==> config.mk <==
export PLATFORM = sky130hd
export DESIGN_NAME = seg_serial_driver
export DESIGN_NICKNAME = d
export VERILOG_FILES = /design/src/rtl/seg_pkg.sv /design/src/rtl/seg_bin2bcd_seq.sv /design/src/rtl/seg_serial_driver.sv
export SDC_FILE = /design/constraint.sdc
export NUM_CORES = 1
export LEC_CHECK = 0
export CAP_MARGIN = 20
export CORE_MARGIN = 2
export CORE_UTILIZATION = 25
export CTS_BUF_LIST = sky130_fd_sc_hd__clkbuf_16
export DETAILED_ROUTE_END_ITERATION = 12
export GPL_ROUTABILITY_DRIVEN = 0
export GPL_TIMING_DRIVEN = 0
export PLACE_DENSITY_LB_ADDON = 0.1
export SLEW_MARGIN = 20
export SYNTH_ARGS = -nofsm -noshare
export SYNTH_HDL_FRONTEND = slang
export SYNTH_SLANG_ARGS = --single-unit
==> constraint.sdc <==
create_clock -name i_clk -period 3.29 [get_ports i_clk]
set_input_delay 0.658 -clock i_clk [delete_from_list [all_inputs] [get_ports i_clk]]
set_output_delay 0.658 -clock i_clk [all_outputs]
set_load 0.01 [all_outputs]
==> src/rtl/seg_pkg.sv <==
// Shared constants, segment encodings and scan-state type for the serial 7-segment driver.
package seg_pkg;

  localparam int unsigned FRAME_BITS = 16;

  // Active-high segments in gfedcba order.
  localparam logic [6:0] SEG_0     = 7'b0111111;
  localparam logic [6:0] SEG_1     = 7'b0000110;
  localparam logic [6:0] SEG_2     = 7'b1011011;
  localparam logic [6:0] SEG_3     = 7'b1001111;
  localparam logic [6:0] SEG_4     = 7'b1100110;
  localparam logic [6:0] SEG_5     = 7'b1101101;
  localparam logic [6:0] SEG_6     = 7'b1111101;
  localparam logic [6:0] SEG_7     = 7'b0000111;
  localparam logic [6:0] SEG_8     = 7'b1111111;
  localparam logic [6:0] SEG_9     = 7'b1101111;
  localparam logic [6:0] SEG_DASH  = 7'b1000000;
  localparam logic [6:0] SEG_BLANK = 7'b0000000;

  typedef enum logic [1:0] {
    SH_LO,
    SH_HI,
    LATCH_HI,
    LATCH_LO
  } scan_state_e;

  function automatic logic [6:0] seg_encode(input logic [3:0] digit);
    logic [6:0] seg;
    case (digit)
      4'd0:    seg = SEG_0;
      4'd1:    seg = SEG_1;
      4'd2:    seg = SEG_2;
      4'd3:    seg = SEG_3;
      4'd4:    seg = SEG_4;
      4'd5:    seg = SEG_5;
      4'd6:    seg = SEG_6;
      4'd7:    seg = SEG_7;
      4'd8:    seg = SEG_8;
      4'd9:    seg = SEG_9;
      default: seg = SEG_BLANK;
    endcase
    return seg;
  endfunction

  function automatic logic [31:0] pow10(input int unsigned n);
    logic [31:0] p;
    p = 32'd1;
    for (int unsigned i = 0; i < n; i++) begin
      p = p * 32'd10;
    end
    return p;
  endfunction

endpackage

==> src/rtl/seg_bin2bcd_seq.sv <==
// Sequential double-dabble converter: one input bit per cycle, overflow flagged when the
// value does not fit in NumDigits decimal digits.
module seg_bin2bcd_seq
  import seg_pkg::*;
#(
  parameter int unsigned BinWidth  = 14,
  parameter int unsigned NumDigits = 4
) (
  input  logic                     clk_i,
  input  logic                     rst_ni,
  input  logic                     start_i,
  input  logic [BinWidth-1:0]      value_i,
  output logic                     busy_o,
  output logic                     done_o,
  output logic [4*NumDigits-1:0]   bcd_o,
  output logic                     ovf_o
);

  localparam int unsigned BcdW = 4 * NumDigits;
  localparam int unsigned CntW = $clog2(BinWidth);
  localparam logic [31:0] OvfLimit = pow10(NumDigits);

  logic [BinWidth-1:0] bin_q;
  logic [BcdW-1:0]     bcd_q, bcd_adj;
  logic [CntW-1:0]     cnt_q;
  logic                busy_q, done_q, ovf_q;

  always_comb begin
    bcd_adj = bcd_q;
    for (int i = 0; i < int'(NumDigits); i++) begin
      if (bcd_q[4*i +: 4] >= 4'd5) begin
        bcd_adj[4*i +: 4] = bcd_q[4*i +: 4] + 4'd3;
      end
    end
  end

  always_ff @(posedge clk_i or negedge rst_ni) begin
    if (!rst_ni) begin
      bin_q  <= '0;
      bcd_q  <= '0;
      cnt_q  <= '0;
      busy_q <= 1'b0;
      done_q <= 1'b0;
      ovf_q  <= 1'b0;
    end else begin
      done_q <= 1'b0;
      if (start_i && !busy_q) begin
        bin_q  <= value_i;
        bcd_q  <= '0;
        cnt_q  <= '0;
        busy_q <= 1'b1;
        ovf_q  <= 32'(value_i) >= OvfLimit;
      end else if (busy_q) begin
        bin_q <= bin_q << 1;
        bcd_q <= {bcd_adj[BcdW-2:0], bin_q[BinWidth-1]};
        cnt_q <= cnt_q + 1'b1;
        if (cnt_q == CntW'(BinWidth - 1)) begin
          busy_q <= 1'b0;
          done_q <= 1'b1;
        end
      end
    end
  end

  assign busy_o = busy_q;
  assign done_o = done_q;
  assign bcd_o  = bcd_q;
  assign ovf_o  = ovf_q;

endmodule

==> src/rtl/seg_serial_driver.sv <==
// Multiplexed 7-segment driver: converts a binary value to decimal and continuously scans
// 16-bit digit frames out to an external shift register with a latch pulse per digit.
module seg_serial_driver
  import seg_pkg::*;
#(
  parameter int unsigned NUM_DIGITS = 4,
  parameter int unsigned BIN_WIDTH  = 14,
  parameter int unsigned CLK_DIV    = 4
) (
  input  logic                  i_clk,
  input  logic                  i_rst_n,
  input  logic [BIN_WIDTH-1:0]  i_value,
  input  logic                  i_load,
  input  logic                  i_blank_lz,
  input  logic [NUM_DIGITS-1:0] i_dp,
  output logic                  o_busy,
  output logic                  o_segClk,
  output logic                  o_segData,
  output logic                  o_segLatch
);

  localparam int unsigned DivW = (CLK_DIV > 1) ? $clog2(CLK_DIV) : 1;
  localparam int unsigned BcdW = 4 * NUM_DIGITS;

  typedef logic [NUM_DIGITS-1:0][3:0] digits_t;

  scan_state_e           state_q, state_d;
  logic [DivW-1:0]       div_q, div_d;
  logic [3:0]            bit_q, bit_d;
  logic [2:0]            digit_q, digit_d;
  logic                  div_last, wrap, shift_en, frame_load;
  logic [FRAME_BITS-1:0] frame_q, frame_new;

  digits_t disp_q, pend_q;
  logic    disp_ovf_q, pend_ovf_q, pend_vld_q;

  logic            conv_busy, conv_done, conv_ovf;
  logic [BcdW-1:0] conv_bcd;

  logic [3:0]            cur_digit;
  logic                  cur_dp, cur_blank, zero_above;
  logic [NUM_DIGITS-1:0] lz;
  logic [6:0]            seg;

  seg_bin2bcd_seq #(
    .BinWidth  (BIN_WIDTH),
    .NumDigits (NUM_DIGITS)
  ) u_bin2bcd (
    .clk_i   (i_clk),
    .rst_ni  (i_rst_n),
    .start_i (i_load),
    .value_i (i_value),
    .busy_o  (conv_busy),
    .done_o  (conv_done),
    .bcd_o   (conv_bcd),
    .ovf_o   (conv_ovf)
  );

  assign o_busy     = conv_busy;
  assign div_last   = (div_q == DivW'(CLK_DIV - 1));
  assign frame_load = (state_q == SH_LO) && (bit_q == 4'd0) && (div_q == '0);

  // Frame for the current digit, built from the committed display buffer.
  always_comb begin
    cur_digit  = '0;
    cur_dp     = 1'b0;
    cur_blank  = 1'b0;
    zero_above = 1'b1;
    lz         = '0;
    for (int i = int'(NUM_DIGITS) - 1; i >= 0; i--) begin
      lz[i]      = zero_above && (disp_q[i] == 4'd0) && (i != 0);
      zero_above = zero_above && (disp_q[i] == 4'd0);
    end
    for (int i = 0; i < int'(NUM_DIGITS); i++) begin
      if (digit_q == 3'(i)) begin
        cur_digit = disp_q[i];
        cur_dp    = i_dp[i];
        cur_blank = i_blank_lz && lz[i];
      end
    end
    if (disp_ovf_q)     seg = SEG_DASH;
    else if (cur_blank) seg = SEG_BLANK;
    else                seg = seg_encode(cur_digit);
    frame_new = {cur_dp, seg, 8'b1 << digit_q};
  end

  always_comb begin
    state_d    = state_q;
    div_d      = div_last ? '0 : div_q + 1'b1;
    bit_d      = bit_q;
    digit_d    = digit_q;
    wrap       = 1'b0;
    shift_en   = 1'b0;
    o_segClk   = 1'b0;
    o_segLatch = 1'b0;
    o_segData  = 1'b0;
    unique case (state_q)
      SH_LO: begin
        if (div_last) state_d = SH_HI;
      end
      SH_HI: begin
        o_segClk = 1'b1;
        if (div_last) begin
          if (bit_q == 4'(FRAME_BITS - 1)) begin
            state_d = LATCH_HI;
          end else begin
            state_d  = SH_LO;
            bit_d    = bit_q + 4'd1;
            shift_en = 1'b1;
          end
        end
      end
      LATCH_HI: begin
        o_segLatch = 1'b1;
        if (div_last) state_d = LATCH_LO;
      end
      LATCH_LO: begin
        if (div_last) begin
          state_d = SH_LO;
          bit_d   = 4'd0;
          if (digit_q == 3'(NUM_DIGITS - 1)) begin
            digit_d = 3'd0;
            wrap    = 1'b1;
          end else begin
            digit_d = digit_q + 3'd1;
          end
        end
      end
      default: state_d = SH_LO;
    endcase
    // Bit 0 comes straight from the new frame on its load cycle; gated so reset forces 0.
    if (i_rst_n && (state_q == SH_LO || state_q == SH_HI)) begin
      o_segData = frame_load ? frame_new[0] : frame_q[0];
    end
  end

  always_ff @(posedge i_clk or negedge i_rst_n) begin
    if (!i_rst_n) begin
      state_q <= SH_LO;
      div_q   <= '0;
      bit_q   <= '0;
      digit_q <= '0;
      frame_q <= '0;
    end else begin
      state_q <= state_d;
      div_q   <= div_d;
      bit_q   <= bit_d;
      digit_q <= digit_d;
      if (frame_load)    frame_q <= frame_new;
      else if (shift_en) frame_q <= frame_q >> 1;
    end
  end

  // Pending result is committed only at the digit wrap so no scan mixes old and new digits.
  always_ff @(posedge i_clk or negedge i_rst_n) begin
    if (!i_rst_n) begin
      disp_q     <= '0;
      disp_ovf_q <= 1'b0;
      pend_q     <= '0;
      pend_ovf_q <= 1'b0;
      pend_vld_q <= 1'b0;
    end else begin
      if (wrap && pend_vld_q) begin
        disp_q     <= pend_q;
        disp_ovf_q <= pend_ovf_q;
        pend_vld_q <= 1'b0;
      end
      if (conv_done) begin
        pend_q     <= conv_bcd;
        pend_ovf_q <= conv_ovf;
        pend_vld_q <= 1'b1;
      end
    end
  end

endmodule

==> results.txt, run 1 <==
Top fanout value on the critical path -> 10
Final period util -> 94.5%
Row count -> 52
Reg2Reg Depth -> 10
Combinational family with the most area after synthesis -> compound AO/OA/AOI/OAI gates
Drt total wl -> 11.8 mm
GRT overflow -> 0
Critical path's slowest cell -> clkdlybuf4s50_1
Number of enable flip-flop cells after synthesis -> 0
Post-Synth Adder-Cell Area -> 5.94%
Antenna violations before repair -> 0
Vias in the first global route -> 3734
LEAKAGE -> 2.67 nW
Boundary Pins -> 26
Non-filler cells, final -> 793
CP peak stage delay -> 560 ps
Max clock buf depth -> 2
Crit path cell chain -> inv_1 > ha_1 > nor2b_1 > nand3_1 > buf_2 > nor3b_2 > a21oi_1 > nor3b_1 > clkdlybuf4s50_1
Post-route ant nets -> 0
Post-synthesis mux area share -> 11.2%
Initial drt markers -> 161
Setup Skew -> 9.98 ps
XOR/XNOR share of the synthesized area -> 2.08%
TritonCTS clock tree -> done
Avg Cell Area, Syn -> 10.5 um2
Library cells used by synthesis -> 52
Die ar. -> 21400 um2
CTS buffer count -> 9
Syn_nets -> 529
Maxcap violations -> 0
GRT Util Overall -> 11.7%
Tmin final -> 3110 ps
Share of layout cells above drive strength 1 -> 13.0%
IO buf count -> 24
First-pass GRT wire length -> 20.0 mm
Aggregate negative setup slack -> 0 ps
HP Class -> input pin to async pin
Antenna cells -> 0
Final core occ -> 29.8%
DR DRC count -> 0
Worst-path clk slew -> 70 ps
Worst setup EP type -> output port
Synth Area in Simple Gates -> 13.6%
Core area -> 20000 um2
Pins over their slew limit -> 0
Yosys Warn Count -> 0
Number of synthesized register bits -> 99
Fin nets -> 565
Maximum number of pins on one net before global-route repair -> 74
F_max -> 0.322 GHz
Vias/cell -> 4.57
Post-synthesis compound-gate area fraction -> 14.0%
Die Width -> 146 um
CP Class -> register to output port
Share of the yosys chip area belonging to registers -> 49.0%
Clock sink count -> 99
Arrival @ worst endpoint -> 2450 ps
Outcome -> finished, final reports clean
Cell area after synthesis -> 5050 um2
Setup bufs post-CTS -> 0
VDD IR max -> 258 uV
Rel. slew slack -> 41.1%
Htree depth -> 3
Via count -> 3624
P&R area growth vs syn -> 18.2%
Wire length per cell -> 14.9 um
Final count of hold timing violations -> 0
Drt first pass iters -> 4
Asr flop ratio synth -> 100%
Setup violators final -> 0
Cells after Synth -> 483
Crit path launch type -> register
Worst Max-Slew Pin Slew -> 878 ps
Latest clock arrival within the worst-skew pair -> 350 ps
Initial Utilization -> 25.2%
DP HPWL -> 8.34 mm
Die Ht -> 146 um
PD cells -> 643 nW/um2
Required @ worst endpoint -> 2630 ps
Dpl cells -> 778
CTS Root Cell -> clkbuf_16
Main synth FF type -> dfrtp_1
## layout make-up
class / instances / area [um2]
Fill cell: 2142 / 14100
Clock buffer: 9 / 225
Clock inverter: 6 / 81.3
Timing Repair Buffer: 25 / 269
Inverter: 20 / 75.1
Sequential cell: 99 / 2480
Tap cell: 270 / 338
Multi-Input combinational cell: 336 / 2370
Buffer: 28 / 134
## logic make-up after synthesis
group	Yosys count
AND/OR/NAND/NOR	141
AO/OA/AOI/OAI	107
flip-flops	99
multiplexers	52
buffers and inverters	48
adder cells (fa/ha/maj)	24
XOR/XNOR	12
## metal layers
metal | GRT usage [%] | wire [um] | vias up
li1 | - | - | 1776
met1 | 14.8 | 5510 | 1790
met2 | 19.8 | 5860 | 44
met4 | 3.83 | 146 | 0
met3 | 2.75 | 319 | 14
met5 | 0 | 0 | -
## synth_stat cells, types with 9 or more instances
library cell	number	area [um2]
a31oi_1	9	56.3
nand3_1	10	50.1
inv_1	19	71.3
mux2_2	38	428
nand2_1	58	218
a21oi_1	17	85.1
mux2i_1	14	140
dfrtp_1	99	2480
nor2_1	26	97.6
o31ai_1	10	75.1
clkbuf_1	16	60.1
nor2b_1	10	62.6
o21ai_0	39	195
ha_1	24	300
## flip-flops by register name, indices dropped and copies added (netlist names), named ones only
| register | cells |
|---|---|
| disp_q | 16 |
| frame_q | 16 |
| pend_q | 16 |
| u_bin2bcd.bcd_o | 16 |
| u_bin2bcd.bin_q | 14 |
| bit_q | 4 |
| u_bin2bcd.cnt_q | 4 |
| digit_q | 3 |
| div_q | 2 |
| disp_ovf_q | 1 |
| pend_ovf_q | 1 |
| pend_vld_q | 1 |
| state_q | 1 |
| u_bin2bcd.busy_o | 1 |
| u_bin2bcd.done_o | 1 |
| u_bin2bcd.ovf_o | 1 |
## metrics by stage
stage / power, mW / hold slack, ps / instance area (um2) / worst slack [ps]
finish: 3.84 / 180 / 5970 / 180
global route: 4.13 / 185 / 5970 / -8.04
CTS: 3.93 / 170 / 5970 / 3.53
detailed placement: 2.76 / 459 / 5660 / 414
global placement: 2.74 / 445 / 5630 / -2980
floorplan: 2.44 / 362 / 5050 / 853
## power breakdown
group / internal, mW / total [mW] / switching (mW)
clock: 0.659 / 1.12 / 0.464
sequential: 1.50 / 1.72 / 0.222
combinational: 0.484 / 0.994 / 0.510
total: 2.64 / 3.84 / 1.20
## repair_timing
| action | 4_1_cts | 5_1_grt |
|---|---|---|
| setup endpoints to repair | 0 | 1 |
| hold buffers | 0 | 0 |
| gates resized for setup | 0 | 4 |
## worst paths after layout
check	to	from	slack (ps)
min in group i_clk	div_q[0]	div_q[0]	460
max	o_segData	bit_q[0]	180
max reg2reg	frame_q[8]	digit_q[0]	390
min	async pin	i_rst_n	180
min reg2reg	div_q[0]	div_q[0]	460
max in group asynchronous	u_bin2bcd.bcd_o[11]	i_rst_n	2440
## worst max-delay path, delay by kind of cell (launching register included)
kind            cells  cell delay, ps
buf+inv             3             840
simple gates        4             630
flops               1             420
fa+ha+maj           1             150
compound gates      1              70
## cells in the final DEF, fill, tap and decap left out, drive strengths merged, types with 4 or more instances in the layout
cell,instances
xor2,6
xnor2,6
o21ai,40
nor3b,8
nor2b,10
o31ai,10
nor2,26
a21oi,17
a22o,8
nand2,58
dfrtp,99
a31oi,9
nand3b,4
buf,14
nor4,4
a21o,4
ha,24
mux2i,14
nand2b,7
inv,22
clkdlybuf4s50,23
clkbuf,25
mux2,38
nand3,10
Note: power is estimated with default switching activity, not from simulation.
==> run 2: changes to the inputs <==
- HOLD_SLACK_MARGIN: not set -> 0.03
==> results of run 2 <==
Same layout as run 1: the final DEF is identical, and so are final timing and power.
==> run 3: changes to the inputs <==
--- a/config.mk
+++ b/config.mk
@@ -7,2 +7,3 @@
 export LEC_CHECK = 0
+export ABC_CLOCK_PERIOD_IN_PS = 3290
 export CAP_MARGIN = 20
==> constraint.sdc (replaced) <==
create_clock -name i_clk -period 3.29 [get_ports i_clk]
set_input_delay 0.329 -clock i_clk [delete_from_list [all_inputs] [get_ports i_clk]]
set_output_delay 0.329 -clock i_clk [all_outputs]
set_load 0.01 [all_outputs]
==> run 3 against run 2 <==
  * Count of clock-buffer cells in the layout unchanged
  * Critical path type unchanged
  * Largest power group unchanged
  * Highest routed layer unchanged
  * Via count is 0.25% lower
  * Utilization hardly changed
  * Sequential share of layout area barely moved
==> results.txt, run 3 (synthesized netlist as in run 1, its figures left out) <==
Register share of total power -> 44.9% (about the same)
Share of layout cells above drive strength 1 -> 12.6% (-0.41 points)
Top Family by Delay on Critical Path -> buffers and inverters
GRT Util Overall -> 11.7% (unchanged)
Setup Skew -> 9.63 ps (-0.354 ps)
Latest clock arrival within the worst-skew pair -> 350 ps (about the same)
RSZ-0062 raised after global routing -> false
Htree depth -> 3 (unchanged)
Vias in the first global route -> 3734 (unchanged)
Antenna violations before repair -> 0 (unchanged)
Power share of the combinational group -> 25.9% (about the same)
Post-route ant nets -> 0 (unchanged)
Drt first pass iters -> 4 (unchanged)
Fillers -> 2143 (+0.047%)
Setup bufs post-CTS -> 0 (unchanged)
Core area -> 20000 um2 (unchanged)
Reg2Reg Depth -> 10 (unchanged)
Fin nets -> 566 (+0.18%)
Initial Utilization -> 25.2% (unchanged)
Antenna cells -> 0 (unchanged)
Worst setup EP type -> output port
Buf/Inv on CP -> 3 (unchanged)
DP HPWL -> 8.34 mm (unchanged)
Stages on worst setup path -> 9 (unchanged)
Drt total wl -> 11.8 mm (about the same)
Worst-path clk slew -> 70 ps (about the same)
Pins over their slew limit -> 0 (unchanged)
LEAKAGE -> 2.67 nW (about the same)
IO buf count -> 24 (unchanged)
Outcome -> finished, final reports clean
P&R area growth vs syn -> 18.3% (about the same)
Critical path's slowest cell -> clkdlybuf4s50_1
Register-to-register setup slack -> 390 ps (about the same)
Commonest non-fill, non-tap cell in the layout -> dfrtp_1
Top fanout value on the critical path -> 10 (unchanged)
Initial drt markers -> 158 (-1.9%)
TritonCTS clock tree -> done
CP Class -> register to output port
Switching Fraction -> 31.2% (+0.035 points)
Row count -> 52 (unchanged)
Die ar. -> 21400 um2 (unchanged)
Final period util -> 88.5% (-6.0 points)
Tmin final -> 2910 ps (-197 ps)
PD cells -> 643 nW/um2 (about the same)
Setup ws final -> 377 ps (+197 ps)
Critical Path Source -> bit_q[0]
Required @ worst endpoint -> 2960 ps (+330 ps)
Vias/cell -> 4.55 (-0.37%)
VDD IR max -> 259 uV (+0.25%)
End of the critical path -> o_segData
CTS buffer count -> 9 (unchanged)
Maxcap violations -> 0 (unchanged)
Clock sink count -> 99 (unchanged)
Reg2reg start -> digit_q[0]
Crit path cell chain -> inv_1 > ha_1 > nor2b_1 > nand3_1 > clkbuf_1 > nor3b_1 > a21oi_1 > nor3b_1 > clkdlybuf4s50_1
Crit path launch type -> register
F_max -> 0.343 GHz (+6.8%)
Clock power frac -> 29.3% (about the same)
Boundary Pins -> 26 (unchanged)
Wire length per cell -> 14.9 um (about the same)
Commonest cells after routing, fill and taps aside -> 99 x dfrtp_1, 58 x nand2_1, 39 x o21ai_0
Psw -> 1.20 mW (+0.19%)
Via count -> 3615 (-0.25%)
RR Endpoint -> frame_q[8]
CP peak stage delay -> 560 ps (about the same)
DR DRC count -> 0 (unchanged)
Crit path top cell by count -> nor3b_1
Final count of hold timing violations -> 0 (unchanged)
Internal power -> 2.65 mW (about the same)
CTS Root Cell -> clkbuf_16
Arrival @ worst endpoint -> 2580 ps (+130 ps)
First-pass GRT wire length -> 20.0 mm (unchanged)
Worst hold slack -> 426 ps (+246 ps)
Pre-CTS setup slack -> 450 ps (+36.2 ps)
Worst Max-Slew Pin Slew -> 880 ps (+2.05 ps)
Max clock buf depth -> 2 (unchanged)
Rel. slew slack -> 41.0% (-0.14 points)
Maximum number of pins on one net before global-route repair -> 74 (unchanged)
GRT overflow -> 0 (unchanged)
Die Width -> 146 um (unchanged)
Setup violators final -> 0 (unchanged)
HP Class -> input pin to async pin
Die Ht -> 146 um (unchanged)
## run 3: cell count changes in the layout (fill, tap and decap cells not counted)
cell / before / now
buf_2: 4 / 3
clkbuf_1: 15 / 16
dlygate4sd3_1: 0 / 1
nor3b_1: 7 / 8
nor3b_2: 1 / 0
## run 3: area by class of cell
cell class / instances / area, um2 / area share [%]
sequential: 99 / 2480 / 41.5
multi-input combinational: 336 / 2370 / 39.6
tap: 270 / 338 / 5.65
timing repair buffer: 26 / 279 / 4.67
clock buffer: 9 / 225 / 3.77
buffer: 28 / 133 / 2.22
clock inverter: 6 / 81.3 / 1.36
inverter: 20 / 75.1 / 1.26
## run 3: through the flow
| stage | TNS, ps | utilization (%) | power [mW] | cells | cell area [um2] |
|---|---|---|---|---|---|
| global route | 0 | 29.8 | 4.14 | 794 | 5980 |
| finish | 0 | 29.8 | 3.84 | 794 | 5980 |
| floorplan | 0 | - | 2.44 | 483 | 5050 |
| detailed placement | 0 | 28.2 | 2.76 | 778 | 5660 |
| CTS | 0 | 29.8 | 3.93 | 794 | 5980 |
| global placement | -220890 | 28.1 | 2.74 | 777 | 5630 |
## run 3: worst register-to-register path: stages (launching register included)
cell	delay, ps
dfrtp_1	430
inv_1	100
ha_1	330
nor2b_1	320
a221oi_1	150
nor3_1	180
a21oi_1	90
or2_2	320
ha_1	180
or4_1	540
a31oi_1	180
## run 3: what timing repair did
action,4_1_cts,5_1_grt
resized for setup,0,0
hold buffers,1,0
hold endpoints to repair,26,0
## run 3: power by group through the flow
| stage | combinational (mW) | sequential [mW] | clock [mW] |
|---|---|---|---|
| 2_1_floorplan | 0.770 | 1.67 | 0 |
| 3_3_place_gp | 0.989 | 1.75 | 0 |
| 3_5_place_dp | 1.01 | 1.75 | 0 |
| 4_1_cts | 1.02 | 1.73 | 1.18 |
| 5_1_grt | 1.14 | 1.77 | 1.22 |
| 6_report | 0.995 | 1.72 | 1.12 |
## run 3: worst min path at each step
stage / start / to / slack [ps] / depth (start not counted)
CTS: i_rst_n / async pin / 410 / 2
finish: i_rst_n / async pin / 430 / 2
floorplan: i_rst_n / async pin / 30 / 0
global route: i_rst_n / async pin / 440 / 2
global placement: div_q[0] / div_q[0] / 450 / 1
detailed placement: i_rst_n / async pin / 230 / 1
## run 3: metal layers
metal	GRT usage [%]	routed length, um	share of wire (%)	vias up
met5	0	0	0	-
met4	3.83	146	1.2	0
met3	2.75	320	2.7	14
met2	19.8	5830	49	44
met1	14.8	5540	47	1780
li1	-	-	-	1777
